===== config.mk =====
export PLATFORM = sky130hd
export DESIGN_NAME = ttt_board_ctrl
export DESIGN_NICKNAME = d
export VERILOG_FILES = /design/src/rtl/ttt_pkg.sv /design/src/rtl/ttt_win_detect.sv /design/src/rtl/ttt_board_ctrl.sv
export SDC_FILE = /design/constraint.sdc
export NUM_CORES = 1
export LEC_CHECK = 0
export BUFFER_PORTS_ARGS = -buffer_cell sky130_fd_sc_hd__buf_2
export CORE_MARGIN = 3
export CORE_UTILIZATION = 46
export CTS_CLUSTER_SIZE = 14
export DETAILED_ROUTE_END_ITERATION = 7
export GPL_TIMING_DRIVEN = 0
export PLACE_DENSITY = 0.72
export SLEW_MARGIN = 20
export SYNTH_ARGS = -nofsm -noshare
export SYNTH_HDL_FRONTEND = slang
export SYNTH_SLANG_ARGS = --single-unit

===== constraint.sdc =====
create_clock -name clk -period 2 [get_ports clk]
set_input_delay 0.1 -clock clk [delete_from_list [all_inputs] [get_ports clk]]
set_output_delay 0.1 -clock clk [all_outputs]
set_load 0.02 [all_outputs]

===== src/rtl/ttt_pkg.sv =====
// ttt_pkg
//   Shared definitions for the tic-tac-toe board controller: FSM state
//   encoding, the eight winning-line masks, player and winner encodings,
//   and a one-hot test helper.
package ttt_pkg;

  localparam int N_SQUARES = 9;
  localparam int N_LINES   = 8;

  typedef enum logic [1:0] {
    S_X_TURN = 2'd0,
    S_O_TURN = 2'd1,
    S_CHECK  = 2'd2,
    S_DONE   = 2'd3
  } ttt_state_t;

  // Index order matches win_line bit order:
  //   [0..2] rows top..bottom, [3..5] columns left..right,
  //   [6] main diagonal, [7] anti-diagonal.
  localparam logic [N_LINES-1:0][N_SQUARES-1:0] WIN_MASKS = {
    9'h054,  // [7] anti-diagonal 2,4,6
    9'h111,  // [6] main diagonal 0,4,8
    9'h124,  // [5] column right
    9'h092,  // [4] column middle
    9'h049,  // [3] column left
    9'h1C0,  // [2] row bottom
    9'h038,  // [1] row middle
    9'h007   // [0] row top
  };

  localparam logic PLAYER_X = 1'b0;
  localparam logic PLAYER_O = 1'b1;

  localparam logic [1:0] WINNER_NONE = 2'b00;
  localparam logic [1:0] WINNER_X    = 2'b01;
  localparam logic [1:0] WINNER_O    = 2'b10;

  localparam logic [3:0] MAX_MOVES = 4'd9;

  // True when exactly one bit of v is set: non-zero and clearing the
  // lowest set bit leaves nothing behind.
  function automatic logic is_onehot9(input logic [N_SQUARES-1:0] v);
    return (v != '0) && ((v & (v - 9'd1)) == '0);
  endfunction

endpackage


===== src/rtl/ttt_win_detect.sv =====
// ttt_win_detect
//   Purely combinational line detector for a single player's board.
//   Ports:
//     i_board    [8:0] occupancy of one player, row-major, bit 0 top-left
//     o_win_line [7:0] one bit per completed line (see WIN_MASKS order)
//     o_any_win        OR of o_win_line
module ttt_win_detect
  import ttt_pkg::*;
(
  input  logic [N_SQUARES-1:0] i_board,
  output logic [N_LINES-1:0]   o_win_line,
  output logic                 o_any_win
);

  genvar gi;
  generate
    for (gi = 0; gi < N_LINES; gi++) begin : g_line
      assign o_win_line[gi] = ((i_board & WIN_MASKS[gi]) == WIN_MASKS[gi]);
    end
  endgenerate

  assign o_any_win = |o_win_line;

endmodule


===== src/rtl/ttt_board_ctrl.sv =====
// ttt_board_ctrl
//   Tic-tac-toe game controller. Accepts one-hot square moves, keeps the
//   X and O boards, alternates turns, flags illegal moves and reports
//   win / draw.
//   Ports:
//     clk, rst          clock and synchronous active-high reset
//     square   [8:0]    one-hot target square, row-major
//     place             one-cycle move request
//     new_game          synchronous clear, same effect as rst
//     ready             a turn state is active
//     turn              player to move (0 = X, 1 = O)
//     x_board  [8:0]    squares held by X
//     o_board  [8:0]    squares held by O
//     illegal           one-cycle pulse after a rejected move
//     game_over         game finished
//     winner   [1:0]    00 none/draw, 01 X, 10 O
//     draw              finished with no winner
//     win_line [7:0]    completed lines of the winner
module ttt_board_ctrl
  import ttt_pkg::*;
(
  input  logic       clk,
  input  logic       rst,
  input  logic [8:0] square,
  input  logic       place,
  input  logic       new_game,
  output logic       ready,
  output logic       turn,
  output logic [8:0] x_board,
  output logic [8:0] o_board,
  output logic       illegal,
  output logic       game_over,
  output logic [1:0] winner,
  output logic       draw,
  output logic [7:0] win_line
);

  ttt_state_t r_state;
  logic       r_turn;
  logic [8:0] r_x_board;
  logic [8:0] r_o_board;
  logic [3:0] r_count;
  logic       r_illegal;
  logic [1:0] r_winner;
  logic       r_draw;
  logic [7:0] r_win_line;

  ttt_state_t w_state_next;
  logic       w_turn_next;
  logic [8:0] w_x_board_next;
  logic [8:0] w_o_board_next;
  logic [3:0] w_count_next;
  logic       w_illegal_next;
  logic [1:0] w_winner_next;
  logic       w_draw_next;
  logic [7:0] w_win_line_next;

  logic       w_in_turn;
  logic       w_legal;
  logic [8:0] w_mover_board;
  logic [7:0] w_win_line;
  logic       w_any_win;

  assign w_in_turn = (r_state == S_X_TURN) || (r_state == S_O_TURN);

  // Legal only when the target is a single, currently free square.
  assign w_legal = w_in_turn && place && is_onehot9(square) &&
                   ((square & (r_x_board | r_o_board)) == '0);

  // r_turn is held through S_CHECK, so it still names the player who
  // just moved and selects that player's board for line detection.
  assign w_mover_board = (r_turn == PLAYER_O) ? r_o_board : r_x_board;

  ttt_win_detect u_win_detect (
    .i_board    (w_mover_board),
    .o_win_line (w_win_line),
    .o_any_win  (w_any_win)
  );

  always_comb begin
    w_state_next    = r_state;
    w_turn_next     = r_turn;
    w_x_board_next  = r_x_board;
    w_o_board_next  = r_o_board;
    w_count_next    = r_count;
    w_illegal_next  = 1'b0;
    w_winner_next   = r_winner;
    w_draw_next     = r_draw;
    w_win_line_next = r_win_line;

    case (r_state)
      S_X_TURN, S_O_TURN: begin
        if (place) begin
          if (w_legal) begin
            if (r_turn == PLAYER_O) begin
              w_o_board_next = r_o_board | square;
            end else begin
              w_x_board_next = r_x_board | square;
            end
            w_count_next = (r_count == MAX_MOVES) ? r_count : r_count + 4'd1;
            w_state_next = S_CHECK;
          end else begin
            w_illegal_next = 1'b1;
          end
        end
      end

      S_CHECK: begin
        // A completed line wins even on the 9th move.
        if (w_any_win) begin
          w_winner_next   = (r_turn == PLAYER_O) ? WINNER_O : WINNER_X;
          w_win_line_next = w_win_line;
          w_state_next    = S_DONE;
        end else if (r_count == MAX_MOVES) begin
          w_draw_next  = 1'b1;
          w_state_next = S_DONE;
        end else begin
          w_turn_next  = ~r_turn;
          w_state_next = (r_turn == PLAYER_O) ? S_X_TURN : S_O_TURN;
        end
      end

      default: begin
        // S_DONE holds everything until a clear.
      end
    endcase
  end

  always_ff @(posedge clk) begin
    if (rst || new_game) begin
      r_state    <= S_X_TURN;
      r_turn     <= PLAYER_X;
      r_x_board  <= '0;
      r_o_board  <= '0;
      r_count    <= '0;
      r_illegal  <= 1'b0;
      r_winner   <= WINNER_NONE;
      r_draw     <= 1'b0;
      r_win_line <= '0;
    end else begin
      r_state    <= w_state_next;
      r_turn     <= w_turn_next;
      r_x_board  <= w_x_board_next;
      r_o_board  <= w_o_board_next;
      r_count    <= w_count_next;
      r_illegal  <= w_illegal_next;
      r_winner   <= w_winner_next;
      r_draw     <= w_draw_next;
      r_win_line <= w_win_line_next;
    end
  end

  assign ready     = w_in_turn;
  assign turn      = r_turn;
  assign x_board   = r_x_board;
  assign o_board   = r_o_board;
  assign illegal   = r_illegal;
  assign game_over = (r_state == S_DONE);
  assign winner    = r_winner;
  assign draw      = r_draw;
  assign win_line  = r_win_line;

endmodule

# Word level (Yosys, flattened, before mapping)
# Index checks and enable logic that the tools add are counted.
[word_totals] reg_bits=37 input_bits=13 output_inout_bits=33 wordCells=65
[classes] addsub=2 eq_ne=14 n_mux=9 n_bitwise=10 n_reduce_logical=21
[op_table] operator="$or 9x9->9" n=3
[op_table] operator="$eq 3x3->1 const B" n=8
[op_table] operator="$and 9x9->9" n=2
[op_table] operator="$logic_not 9->1" n=2
[op_table] operator="$reduce_and 4->1" n=3
[op_table] operator="$mux 2" n=5
[op_table] operator="$mux 9" n=1
[op_table] operator="$reduce_and 3->1" n=3
[op_table] operator="$reduce_bool 9->1" n=1
[op_table] operator="$sub 9x1->9 const B" n=1
[op_table] operator="$reduce_or 8->1" n=1
[op_table] operator="$not 1->1" n=5
[op_table] operator="$add 4x1->4 const B" n=1
[op_table] operator="$eq 2x2->1 const B" n=2
[op_table] operator="$eq 4x4->1 const B" n=1
[op_table] operator="$logic_and 1x1->1" n=4
[op_table] operator="$ne 2x2->1 const B" n=2
[op_table] operator="$pmux 2 s2" n=1
[op_table] operator="$reduce_or 3->1" n=1
[op_table] operator="$eq 2x1->1 const B" n=1
[op_table] operator="$logic_not 2->1" n=1
[op_table] operator="$logic_or 1x1->1" n=2
[op_table] operator="$mux 1" n=2
[op_table] operator="$reduce_and 2->1" n=1
[op_table] operator="other kinds (2)" n=2

# Depth between registers and ports, before layout
# Gate-level depths: netlist of run 1.
[depth] word_depth=9 ltp_mapped=7 ltp_nobuf=6

# By module
# Synthesis of run 1 repeated with hierarchy kept, for this count alone.
[unflattened] cells_unflattened=212 area_unflattened_um2=1856.8
[modules_own_cells] module="ttt_board_ctrl" n_inst=1 cells_per_inst=199 area_per_inst_um2=1749.2 seq_area_each_um2=740.7
[modules_own_cells] module="ttt_win_detect" n_inst=1 cells_per_inst=13 area_per_inst_um2=107.6 seq_area_each_um2=0.0

# Worst setup path before layout of run 1
# OpenSTA, ideal clock, no wires.
[synth_path] kind="register to register" from="reg r_turn (netlist: turn)" to="reg r_win_line[1] (netlist: win_line[1])" setup_time_ps=101 arrival_time_ps=2059 t_required_ps=1899 path_slack_ps=-160 stages_incl_launch_ff=8 path_buffers=2 synth_period_minus_slack_ps=2160 cell_sequence="dfxtp_1 buf_2 mux2i_1 a21oi_1 o41ai_2 buf_2 nand3_1 o41ai_1"
[synth_via] elab_chain_len=4 elab_cells_between_ends=11 classes_between="8 x eq/ne; 1 x mux; 2 x reduce/logical"
[synth_rtl] item="start: declaration" line_no="ttt_board_ctrl.sv:39" text="logic r_turn;"
[synth_rtl] item="start signal: assignment" line_no="ttt_board_ctrl.sv:142" text="r_turn <= w_turn_next;"
[synth_rtl] item="$mux 9 (*)" line_no="ttt_board_ctrl.sv:72" text="assign w_mover_board = (r_turn == PLAYER_O) ? r_o_board : r_x_board;"
[synth_rtl] item="$eq 3x3->1" line_no="ttt_win_detect.sv:18" text="assign o_win_line[gi] = ((i_board & WIN_MASKS[gi]) == WIN_MASKS[gi]);"
[synth_rtl] item="$reduce_or 8->1" line_no="ttt_win_detect.sv:22" text="assign o_any_win = |o_win_line;"
[synth_rtl] item="$reduce_and 2->1 (no line)"
[synth_rtl] item="end signal: assignment" line_no="ttt_board_ctrl.sv:149" text="r_win_line <= w_win_line_next;"
[synth_rtl] item="end: declaration" line_no="ttt_board_ctrl.sv:46" text="logic [7:0] r_win_line;"
# Every way passes the cells marked *; elsewhere a longest branch is shown, timed or not.
# A chain may end at the register's enable or synchronous reset.

# Worst setup path after layout of run 1
[layout_path] from="reg r_turn (netlist: turn)" to="reg r_win_line[7] (netlist: win_line[7])"
# The elaborated chain is that of the path after synthesis.

==> results list, run 1 <==
- In this run the horizontal extent of the chip is 66.80 um.
- Summing internal, switching and leakage power gives 1.482 mW.
- Relative slew slack: 0.6170
* Internal: 1.168 mW
- The clock tree synthesis step divided the H-tree into 2 levels.
- Proportion of netlist area held by the largest area contributor: 0.4356
- Worst Hold Launch: square[4]
- Via total after detailed routing: 1,751
- For this design the total switching power over the nets is 313.3 uW.
- The floorplan step set the die height to 66.80 um.
- The first routing iteration left 145 violations.
- The number of hold buffers added after CTS was 0.
- Setup slack on the worst reg-to-reg path comes out at -0.03 ns.
* Non-Filler Instances: 286
* Depth of the worst register-to-register path: 7
- Share of post-route cells with drive strength above 1: 0.3208
* Number of synthesized flops with an enable pin: 0
- In the synthesized netlist the dominant register cell turns out to be sky130_fd_sc_hd__dfxtp_1.
- Once layout is complete, the utilization of the core stands at 0.6427.
* Status: finished with violations
- Of the available clock period, the critical path in the final layout requires 1.014.
- Setup violation total in the final timing report: 4
- Final Net Count: 254
- Dividing total power by cell area gives a power density of 669.9 nW/um^2.
- Distinct cell type count after synthesis: 46
* Routability congestion estimate from global placement: 0.8899
* Required arrival time at the worst endpoint: 2.20 ns
* Largest fanout of any net on the critical path: 10
- No sink is reached through more buffers than the 2 on the longest clock path.
- Gate count of the mapped netlist: 179
- Final hold vios: 0
- Clk_lat worst skew: 0.30 ns
- Destination of the worst register-to-register timing path: win_line[7]$_SDFFE_PP0P_
- Drt drc: 0
- STA classifies the critical path endpoint as a flip-flop.
* WHS Path Cells: 2
- The synthesized design spends more area on one cell type than any other, namely sky130_fd_sc_hd__dfxtp_1.
- For this block, the routed nets add up to 4822 um of wire.
* Average instance area after synthesis: 9.499 sq um
* Average detailed-routed wire length per instance: 16.86 um
- End point of the most critical hold path: x_board[4]$_SDFFE_PP0P_
- After routing the design area is 2212 sq um.
* GRT Residual Overflow: 0
* Cell types with the largest area share after synthesis: sky130_fd_sc_hd__dfxtp_1 (44%), sky130_fd_sc_hd__a22o_1 (9.3%), sky130_fd_sc_hd__o31ai_1 (3.1%), sky130_fd_sc_hd__a21oi_1 (2.9%), sky130_fd_sc_hd__o21ai_0 (2.9%)
- Number of maximum-capacitance violations: 0
- Violations in the final reports: negative setup slack
- STA puts the critical path data arrival time at 2.23 ns.
- Aggregate global-route resource usage: 0.2251
- The share of total power dissipated in combinational logic is 0.050.
* Initial antenna violation count: 0
* Clock power share: 0.452
- Wire length of the first global-routing pass: 7438 um
* Minimum setup slack in the final design: -0.02798 ns
* Final ANT Viol Nets: 0
- In this run the static leakage power is 0.9536 nW.
- Flip-flop and latch count after synthesis: 37
- Cells along the critical path: buf_4, mux2i_2, a21oi_1, o41ai_4, buf_4, nand3_1, o31ai_1
* Root buf cell: sky130_fd_sc_hd__clkbuf_8
- Starting Density: 0.4940
- Core region area: 3442 sq um
* Number of I/O pins: 46
- In this design, the critical path's most frequently occurring cell is sky130_fd_sc_hd__buf_4.
* Async set-or-reset flop fraction in the synthesized netlist: 0
- Switching part of the total: 0.2115
- Setup Crit Path Kind: flip-flop to flip-flop
- In this run, placement finished with an instance count of 270.
* Ant. Diodes: 0
- The worst-case IR drop observed on VDD is 0.0004188 V.
- IO Port Bufs: 45
- The floorplan has 21 rows.
- RSZ-0062 raised after global routing: yes
- Overall die area: 4462 sq um
- Netlist area before placement: 1700 sq um
* Number of vias per cell after detailed routing: 6.122
- Static timing analysis puts the maximum clock frequency at 493.1 MHz.
* Clock Pin Slew Worst Setup and Hold Paths: 0.07 ns
- The number of nets in the synthesized netlist is 194.
* Launch point of the worst reg-to-reg path: turn$_SDFFE_PP0P_
- Yosys warnings: 0
* Delay contributed by the slowest stage of the critical path: 0.43 ns
- The placed instances occupy a cell area of 2004 sq um.
* Path type of the worst min-delay path: input pin to flip-flop
* Layout Area Growth over Synthesis: 30.10%
- Among all stages on the critical path, the largest delay is contributed by sky130_fd_sc_hd__dfxtp_2.
* Number of buffers added by the clock tree synthesis step: 5
- Entering global routing, the biggest net connects 12 pins.
* Final max-slew violation count: 0
- For the final database, setup skew stands at 0.007872 ns.
- Of the total power, registers draw 0.498.
* Vias in the first global route: 1,539
- The clock drives 37 sinks.
* Slew of the pin with the lowest slew margin: 0.5745 ns
- Clock tree from TritonCTS: built
* Post-Place Worst Slack: -0.2238 ns
- Kind of start point of the critical path: flip-flop
* Period minus WS final: 2.028 ns
* Sequential element share of the synthesized area: 0.4356
- First-pass iteration count of the detailed router: 5
- Post-DP HPWL: 3287 um
## per-layer routing
layer	routed length, um	part of all wire	vias to the layer above	track usage
li1	-	-	819	-
met1	2135	0.44	831	0.2999
met2	2211	0.46	92	0.3453
met3	396	0.082	9	0.07589
met4	78	0.016	0	0.06091
met5	0	0	-	0
## logic make-up after synthesis
group,synth area share
AOI/OAI and AO/OA,0.2848
xor gates and xnor gates,0.005152
adders and majority gates,0.02060
buffers and inverters,0.02575
DFF,0.4356
muxes,0.01177
and+or+nand+nor,0.2164
## critical path: cells and delay by family, from the launching register on
family,cells,cell delay [ns]
AOI/OAI and AO/OA,3,0.65
buffers and inverters,2,0.45
DFF,1,0.43
muxes,1,0.32
and+or+nand+nor,1,0.10
## area by class of cell
class	count	area, sq um
flip-flops and latches	37	744.5
repair buffers	53	301.5
inverters	4	15.01
well taps	46	57.56
plain buffers	7	33.78
clock buffers	7	86.33
fillers	314	1230
clock inverters	1	30.03
multi-input cells	131	943.4
## Yosys cell counts, drive strengths merged, types with 2 or more instances
library cell,number
a21oi,10
a22o,18
a31oi,6
a32oi,2
a41o,2
and3,5
and4,2
buf,3
clkbuf,4
dfxtp,37
ha,2
inv,4
mux2i,2
nand2,11
nand3,9
nand4,3
nor2,10
nor2b,3
nor3,5
nor4,3
o21ai,11
o31ai,7
o41ai,3
## power groups by stage
stage	registers (mW)	clock network, mW	logic, mW
floorplan	0.756	0	0.0346
global placement	0.755	0	0.0707
detailed placement	0.755	0	0.0711
CTS	0.738	0.675	0.0725
global route	0.738	0.707	0.0799
finish	0.738	0.670	0.0741
## registers in the layout, indices dropped and copies added (netlist names)
name	count
x_board	9
r_count	4
turn	1
draw	1
r_state	2
winner	2
o_board	9
illegal	1
win_line	8
## per-stage QoR
step                hold slack (ns)   TNS, ns
floorplan                    0.2256         0
global placement             0.3852    -3.949
detailed placement           0.3861    -5.320
CTS                         0.08564  -0.02231
global route                0.08803    -1.505
finish                      0.09099  -0.07398
## worst max path at each step
stage	start	endpoint	slack (ns)	cells after the start
6_report	turn$_SDFFE_PP0P_	win_line[7]$_SDFFE_PP0P_	-0.03	7
5_1_grt	turn$_SDFFE_PP0P_	win_line[1]$_SDFFE_PP0P_	-0.15	7
4_1_cts	x_board[0]$_SDFFE_PP0P_	r_count[0]$_SDFFE_PP0P_	-0.02	6
3_5_place_dp	turn$_SDFFE_PP0P_	win_line[1]$_SDFFE_PP0P_	-0.22	7
3_3_place_gp	turn$_SDFFE_PP0P_	win_line[7]$_SDFFE_PP0P_	-0.23	7
2_1_floorplan	o_board[0]$_SDFFE_PP0P_	r_count[0]$_SDFFE_PP0P_	0.02	6
## what timing repair did
item                       4_1_cts  5_1_grt
pin swaps                        3        1
buffers inserted                 7        1
setup endpoints to repair       31       32
resized for setup                4        3
## cells in the final DEF (no fill, tap or decap), types with 6 or more instances in the layout
master	netlist	final
sky130_fd_sc_hd__o21ai_0	10	9
sky130_fd_sc_hd__buf_4	0	8
sky130_fd_sc_hd__a31oi_1	6	6
sky130_fd_sc_hd__nand2_1	11	11
sky130_fd_sc_hd__buf_2	2	45
sky130_fd_sc_hd__clkbuf_8	0	6
sky130_fd_sc_hd__a21oi_1	10	10
sky130_fd_sc_hd__o31ai_1	7	7
sky130_fd_sc_hd__a22o_1	18	18
sky130_fd_sc_hd__nor2_1	10	10
sky130_fd_sc_hd__nand3_1	9	9
sky130_fd_sc_hd__dfxtp_1	37	34
No activity file was read; power rests on OpenSTA's default activity.
==> run 2: changes to the inputs <==
--- a/config.mk
+++ b/config.mk
@@ -7,11 +7,12 @@
 export LEC_CHECK = 0
 export BUFFER_PORTS_ARGS = -buffer_cell sky130_fd_sc_hd__buf_2
 export CORE_MARGIN = 3
-export CORE_UTILIZATION = 46
+export CORE_UTILIZATION = 54
+export CTS_BUF_LIST = sky130_fd_sc_hd__clkbuf_8
 export CTS_CLUSTER_SIZE = 14
 export DETAILED_ROUTE_END_ITERATION = 7
 export GPL_TIMING_DRIVEN = 0
-export PLACE_DENSITY = 0.72
+export PLACE_DENSITY = 0.8
 export SLEW_MARGIN = 20
 export SYNTH_ARGS = -nofsm -noshare
 export SYNTH_HDL_FRONTEND = slang
==> constraint.sdc (replaced) <==
create_clock -name clk -period 2.25 [get_ports clk]
set_input_delay 0.1125 -clock clk [delete_from_list [all_inputs] [get_ports clk]]
set_output_delay 0.1125 -clock clk [all_outputs]
set_load 0.02 [all_outputs]
==> results list, run 2 (synthesis gave the netlist of run 1 again) <==
* Chip height: 62.12 um (-7.0%)
* Core region area: 2877 sq um (-16%)
- Traced cell by cell, the critical path runs through or4_1, o21a_2, nor4_4, o21ai_4, or4b_1, o21ai_0.
- The count of buffers inserted at the top-level ports came to 45 (unchanged).
* Commonest cells after routing, fill and taps aside: sky130_fd_sc_hd__buf_2 (46), sky130_fd_sc_hd__dfxtp_1 (36), sky130_fd_sc_hd__a22o_1 (18), sky130_fd_sc_hd__nand2_1 (11)
* Number of I/O pins: 46 (unchanged)
* Setup violation total in the final timing report: 0 (-4)
* CP top delay family: simple AND/OR/NAND/NOR gates
* Average detailed-routed wire length per instance: 16.13 um (-4.3%)
* Type of destination of the critical path: flip-flop
- Final max-slew violation count: 0 (unchanged)
- The floorplan die area is 3858 sq um (-14%).
- Required arrival time at the worst endpoint: 2.45 ns (+0.25 ns)
- Cell area power density: 552.1 nW/um^2 (-18%)
- The switching power summed over all nets was 272.7 uW (-13%).
- Clock skew: 0.007894 ns (+0.00002235 ns)
* Global routing met2 resource utilization: 0.3817 (+0.03642)
- Relative slew slack: 0.6687 (+0.05171)
- Root buf cell: sky130_fd_sc_hd__clkbuf_8
- Share of post-route cells with drive strength above 1: 0.2918 (-0.02899)
- Kind of start point of the critical path: flip-flop
- The via total after detailed routing is 1,704 (-2.7%).
* Combinational share of power: 0.054 (+0.004)
- The die width came to 62.12 um (-7.0%).
- The number of buffers created by CTS came to 5 (unchanged).
- The post-route antenna net violation count is 0 (unchanged).
- Clock tree from TritonCTS: built
- Drt drc: 0 (unchanged)
- Combined area of the multi-input logic cells: 943.4 sq um (unchanged)
- Largest fanout of any net on the critical path: 10 (unchanged)
* Cell leakage power: 0.9030 nW (-5.3%)
- The minimum clock period after layout is 2.173 ns (+0.1451 ns).
* Post-DP HPWL: 3309 um (+0.67%)
- GRT Residual Overflow: 0 (unchanged)
- Final Net Count: 247 (-2.8%)
- The global-route wire length before repair is 7403 um (-0.47%).
- Delay contributed by the slowest stage of the critical path: 0.54 ns (+0.11 ns)
* Setup TNS: 0 ns (+0.07398 ns)
- Clock Pin Slew Worst Setup and Hold Paths: 0.07 ns (about the same)
- Most frequent standard cell in the layout excluding fill and tap cells: sky130_fd_sc_hd__buf_2
- The total routed wirelength came to 4437 um (-8.0%).
- Clock Sinks: 37 (unchanged)
- The layer flagged by global routing as most heavily used is met2.
- The internal power component was 886.5 uW (-24%).
- Number of vias per cell after detailed routing: 6.196 (+1.2%)
- Part of the power in registers: 0.566 (+0.068)
- Sequential cell area: 742.0 sq um (-0.34%)
- Clk_lat worst skew: 0.29 ns (about the same)
- The effective utilization at floorplan is 0.5911 (+0.09712).
- Slowest cell on the critical path: sky130_fd_sc_hd__or4_1
- Layout Area Growth over Synthesis: 23.47%
* Global-route track usage on met1: 0.3094 (+0.009546)
* Hold buffer count at cts: 0 (unchanged)
* Vias in the first global route: 1,570 (+2.0%)
- The global-route total usage across every layer was 0.2377 (+0.01263).
- The run finished with clean final reports.
- Final hold vios: 0 (unchanged)
- Switching part of the total: 0.2352 (+0.02378)
- Fill cells: 231 (-26%)
* Routability congestion estimate from global placement: 0.9442 (+6.1%)
- Crit path DAT: 2.38 ns (+0.15 ns)
- The antenna diode instance count is 0 (unchanged).
- The fraction of the cycle the final worst path needs was 0.9658 (-0.04819).
- Clock H-tree levels: 2 (unchanged)
* Setup Crit Path Kind: flip-flop to flip-flop
- Final core utilization: 0.7299 (+0.08721)
* Buffer and inverter count on the worst path: 0 (-2)
* First-pass iteration count of the detailed router: 6 (+1)
* Number of maximum-capacitance violations: 0 (unchanged)
- Initial antenna violation count: 0 (unchanged)
- The deepest clock path buffer count was 2 (unchanged).
- Max VDD drop: 0.0005122 V (+22%)
* Met3 global-route usage: 0.04324 (-0.03264)
- The share of total power in the clock network is 0.380 (-0.072).
* RSZ-0062 raised after global routing: no
- FF-to-FF setup slack: 0.08 ns (+0.10 ns)
* Path type of the worst min-delay path: input pin to flip-flop
- Row count: 19 (-9.5%)
* Pin count of the biggest net entering global routing: 12 (unchanged)
- 1st-iter DRT viols: 141 (-2.8%)
* F_max: 460.2 MHz (-6.7%)
- Slew of the pin with the lowest slew margin: 0.4969 ns (-0.07756 ns)
## run 2: worst register-to-register path: stages, from the launching register on
cell and delay (ns):
sky130_fd_sc_hd__dfxtp_1 0.39, sky130_fd_sc_hd__or4_1 0.54, sky130_fd_sc_hd__o21a_2 0.15, sky130_fd_sc_hd__nor4_4 0.25
sky130_fd_sc_hd__o21ai_4 0.18, sky130_fd_sc_hd__or4b_1 0.50, sky130_fd_sc_hd__o21ai_0 0.09
## run 2: what timing repair did
item,in CTS,in global routing
setup endpoints to repair,9,11
gates cloned,0,0
pin swaps,2,0
setup buffers,1,0
gates resized for setup,2,4
## run 2: area by class of cell
| class | count | share of cell area |
|---|---|---|
| Multi-Input combinational cell | 131 | 0.4493 |
| Sequential cell | 37 | 0.3534 |
| Timing Repair Buffer | 46 | 0.1108 |
| Clock buffer | 5 | 0.03278 |
| Tap cell | 42 | 0.02503 |
| Buffer | 7 | 0.01490 |
| Inverter | 4 | 0.007151 |
| Clock inverter | 3 | 0.006555 |
## run 2: layer usage
layer | up-vias | share of wire
li1 | 804 | -
met1 | 809 | 0.43
met2 | 82 | 0.47
met3 | 9 | 0.081
met4 | 0 | 0.018
met5 | - | 0
## run 2: path summary, 6_finish.rpt
path | endpoint | cells after the start | from
setup / recovery | r_count[0]$_SDFFE_PP0P_ | 6 | x_board[0]$_SDFFE_PP0P_
hold / removal | o_board[4]$_SDFFE_PP0P_ | 2 | square[4]
setup reg to reg | r_count[0]$_SDFFE_PP0P_ | 6 | x_board[0]$_SDFFE_PP0P_
hold reg to reg | win_line[4]$_SDFFE_PP0P_ | 2 | win_line[4]$_SDFFE_PP0P_
## run 2: power by group through the flow
stage / sequential (mW) / clock [mW] / combinational (mW)
final: 0.656 / 0.440 / 0.0632
after detailed placement: 0.671 / 0 / 0.0616
after CTS: 0.656 / 0.443 / 0.0621
after global placement: 0.671 / 0 / 0.0598
after floorplan: 0.672 / 0 / 0.0304
after global routing: 0.656 / 0.483 / 0.0686
## run 2: per-stage QoR
| step | setup slack (ns) | cell area, sq um | total power [mW] | hold slack (ns) | std cells |
|---|---|---|---|---|---|
| floorplan | 0.09002 | 1700 | 0.7026 | 0.2382 | 179 |
| global placement | -0.1654 | 1978 | 0.7309 | 0.3881 | 266 |
| detailed placement | -0.1866 | 1978 | 0.7328 | 0.3963 | 266 |
| CTS | 0.07615 | 2087 | 1.162 | 0.09825 | 275 |
| global route | 0.01347 | 2100 | 1.208 | 0.1096 | 275 |
| finish | 0.07696 | 2100 | 1.159 | 0.1036 | 275 |
==> run 3: changes to the inputs <==
--- a/config.mk
+++ b/config.mk
@@ -5,14 +5,16 @@
 export SDC_FILE = /design/constraint.sdc
 export NUM_CORES = 1
 export LEC_CHECK = 0
-export BUFFER_PORTS_ARGS = -buffer_cell sky130_fd_sc_hd__buf_2
+export BUFFER_PORTS_ARGS = -buffer_cell sky130_fd_sc_hd__buf_4
+export CELL_PAD_IN_SITES_DETAIL_PLACEMENT = 0
+export CELL_PAD_IN_SITES_GLOBAL_PLACEMENT = 1
 export CORE_MARGIN = 3
-export CORE_UTILIZATION = 54
+export CORE_UTILIZATION = 40
 export CTS_BUF_LIST = sky130_fd_sc_hd__clkbuf_8
 export CTS_CLUSTER_SIZE = 14
 export DETAILED_ROUTE_END_ITERATION = 7
 export GPL_TIMING_DRIVEN = 0
-export PLACE_DENSITY = 0.8
+export PLACE_DENSITY = 0.79
 export SLEW_MARGIN = 20
 export SYNTH_ARGS = -nofsm -noshare
 export SYNTH_HDL_FRONTEND = slang
==> results list, run 3 (synthesis gave the netlist of run 1 again) <==
- The maximum vdd drop is 0.0002240 V (-56%).
- Layout Area Growth over Synthesis: 33.26%
- Among all stages on the critical path, the largest delay is contributed by sky130_fd_sc_hd__or4_1.
- The minimum clock period after layout was 2.095 ns (-0.07755 ns).
* Overall die area: 5069 sq um (+31%)
- Hold buffer count at cts: 0 (unchanged)
- Clock skew: 0.009208 ns (+0.001314 ns)
* Setup TNS: 0 ns (unchanged)
- IO Port Bufs: 45 (unchanged)
- Routability congestion estimate from global placement: 0.8519 (-9.8%)
- Post-DP HPWL: 3633 um (+9.8%)
- Relative slew slack: 0.6329 (-0.03581)
- The I/O pin count was 46 (unchanged).
- Final period utilization: 0.9313 (-0.03447)
- The kind of cell with the highest combined delay along the critical path is simple AND/OR/NAND/NOR gates.
- The number of cells in the finished layout apart from fillers is 284 (+3.3%).
- The deepest clock path buffer count came to 2 (unchanged).
* Cell leakage power: 0.9301 nW (+3.0%)
- The post-route antenna net violation count came to 0 (unchanged).
- Commonest cells after routing, fill and taps aside: sky130_fd_sc_hd__buf_4 (47), sky130_fd_sc_hd__dfxtp_1 (36), sky130_fd_sc_hd__a22o_1 (18), sky130_fd_sc_hd__nand2_1 (11)
* Clock H-tree levels: 2 (unchanged)
* Path length in cells of the critical path: 6 (unchanged)
* Clk_lat worst skew: 0.29 ns (about the same)
* Drt drc: 0 (unchanged)
- Initial antenna violation count: 0 (unchanged)
- The total overflow reported by the global router is 0 (unchanged).
- Traced cell by cell, the critical path runs through or4_1, o21a_2, nor4_4, o21ai_4, or4b_1, o21ai_0.
* Ant. Diodes: 0 (unchanged)
- Buffer and inverter count on the worst path: 0 (unchanged)
- The die width came to 71.20 um (+15%).
* Aggregate global-route resource usage: 0.2094 (-0.02840)
- The post-route worst setup slack came to 0.1545 ns (+0.07755 ns).
- Path type of the worst min-delay path: input pin to flip-flop
* Core region area: 4058 sq um (+41%)
- The violation count after the first detailed-routing iteration was 110 (-22%).
- The number of iterations in the first detailed-routing pass came to 4 (-2).
- F_max: 477.2 MHz (+3.7%)
- The hold violation count in the final report came to 0 (unchanged).
- Type of destination of the critical path: flip-flop
- Starting Density: 0.4191 (-0.1721)
* Total detailed-routing wirelength: 4970 um (+12%)
- Status: finished, final reports clean
- Required arrival time at the worst endpoint: 2.47 ns (+0.02 ns)
* Number of vias per cell after detailed routing: 5.863 (-5.4%)
- The per-cell routed wire length is 17.50 um (+8.5%).
* Cell area power density: 528.4 nW/um^2 (-4.3%)
- Wire length of the first global-routing pass: 8521 um (+15%)
* Crit path DAT: 2.32 ns (-0.06 ns)
* Vias in the first global route: 1,628 (+3.7%)
* Root buf cell: sky130_fd_sc_hd__clkbuf_8
- Kind of start point of the critical path: flip-flop
* Largest fanout of any net on the critical path: 10 (unchanged)
* Termination of the worst setup path: r_count[0]$_SDFFE_PP0P_
- Via total after detailed routing: 1,665 (-2.3%)
- The pin slew with the least headroom to its limit was 0.5506 ns (+0.05371 ns).
* Chip height: 71.20 um (+15%)
* Post-Place Worst Slack: -0.2537 ns (-0.06712 ns)
- Number of maximum-capacitance violations: 0 (unchanged)
- The number of instances in the placed design came to 274 (+3.0%).
* Row count: 23 (+4)
* Clock Pin Slew Worst Setup and Hold Paths: 0.07 ns (about the same)
* Destination of the worst register-to-register timing path: r_count[0]$_SDFFE_PP0P_
- Depth of the worst register-to-register path: 6 (unchanged)
* Delay contributed by the slowest stage of the critical path: 0.54 ns (about the same)
- Most frequent standard cell in the layout excluding fill and tap cells: sky130_fd_sc_hd__buf_4
- The critical path is of the flip-flop to flip-flop type.
* Final max-slew violation count: 0 (unchanged)
- Launch point of the worst reg-to-reg path: x_board[0]$_SDFFE_PP0P_
* Setup violation total in the final timing report: 0 (unchanged)
- Number of buffers added by the clock tree synthesis step: 5 (unchanged)
- Pin count of the biggest net entering global routing: 11 (-1)
- Clock tree from TritonCTS: built
- FF-to-FF setup slack: 0.15 ns (+0.08 ns)
- The share of layout cells above drive strength 1 was 0.2949 (+0.003026).
- The final-stage net count came to 249 (+0.81%).
- Setup repair after global routing left no endpoint under its margin.
* Timing startpoint of the critical path: x_board[0]$_SDFFE_PP0P_
- Clock Sinks: 37 (unchanged)
==> run 3: cell count changes in the layout (fill, tap and decap cells not counted) <==
cell | before | now
sky130_fd_sc_hd__buf_2 | 46 | 1
sky130_fd_sc_hd__clkbuf_8 | 5 | 6
sky130_fd_sc_hd__clkbuf_4 | 1 | 0
sky130_fd_sc_hd__clkinv_2 | 2 | 0
sky130_fd_sc_hd__buf_4 | 1 | 47
sky130_fd_sc_hd__buf_12 | 0 | 2
==> run 3: how the worst min path moves through the flow <==
stage,from,to,cells after the start
after floorplan,square[0],o_board[0]$_SDFFE_PP0P_,1
after global placement,square[4],o_board[4]$_SDFFE_PP0P_,2
after detailed placement,square[4],o_board[4]$_SDFFE_PP0P_,2
after CTS,square[4],o_board[4]$_SDFFE_PP0P_,2
after global routing,square[8],x_board[8]$_SDFFE_PP0P_,2
final,square[4],o_board[4]$_SDFFE_PP0P_,2
==> run 3: layout make-up <==
class / count / area [sq um]
tap: 50 / 62.56
clock inverter: 1 / 3.754
inverter: 4 / 15.01
multi-input combinational: 131 / 943.4
sequential: 37 / 742.0
timing repair buffer: 48 / 385.4
fill: 388 / 1792
clock buffer: 6 / 82.58
buffer: 7 / 31.28
==> run 3: where the power goes <==
| part | switching [mW] | internal (mW) |
|---|---|---|
| Sequential | 0.000593 | 0.655 |
| Combinational | 0.0441 | 0.0279 |
| Clock | 0.231 | 0.239 |
| Total | 0.276 | 0.922 |
==> run 3: through the flow <==
stage	hold WS [ns]	util	power [mW]	area, sq um
after floorplan	0.2382	-	0.7026	1700
after global placement	0.3658	0.5177	0.7405	2101
after detailed placement	0.3715	0.5177	0.7419	2101
after CTS	0.07145	0.5569	1.202	2260
after global routing	0.07255	0.5584	1.239	2266
final	0.07450	0.5584	1.197	2266
==> run 3: layer usage <==
layer	vias up	global-route usage	wire, um
met5	-	0	0
met4	0	0.05428	45
met3	5	0.04830	329
met2	69	0.3204	2312
met1	794	0.2968	2282
li1	797	-	-
==> run 3: repair_timing <==
action / in CTS / in global routing
pin swaps: 3 / 1
resized for setup: 4 / 2
endpoints found under the hold margin: 0 / 0
buffers inserted: 3 / 0
endpoints found under the setup margin: 26 / 31
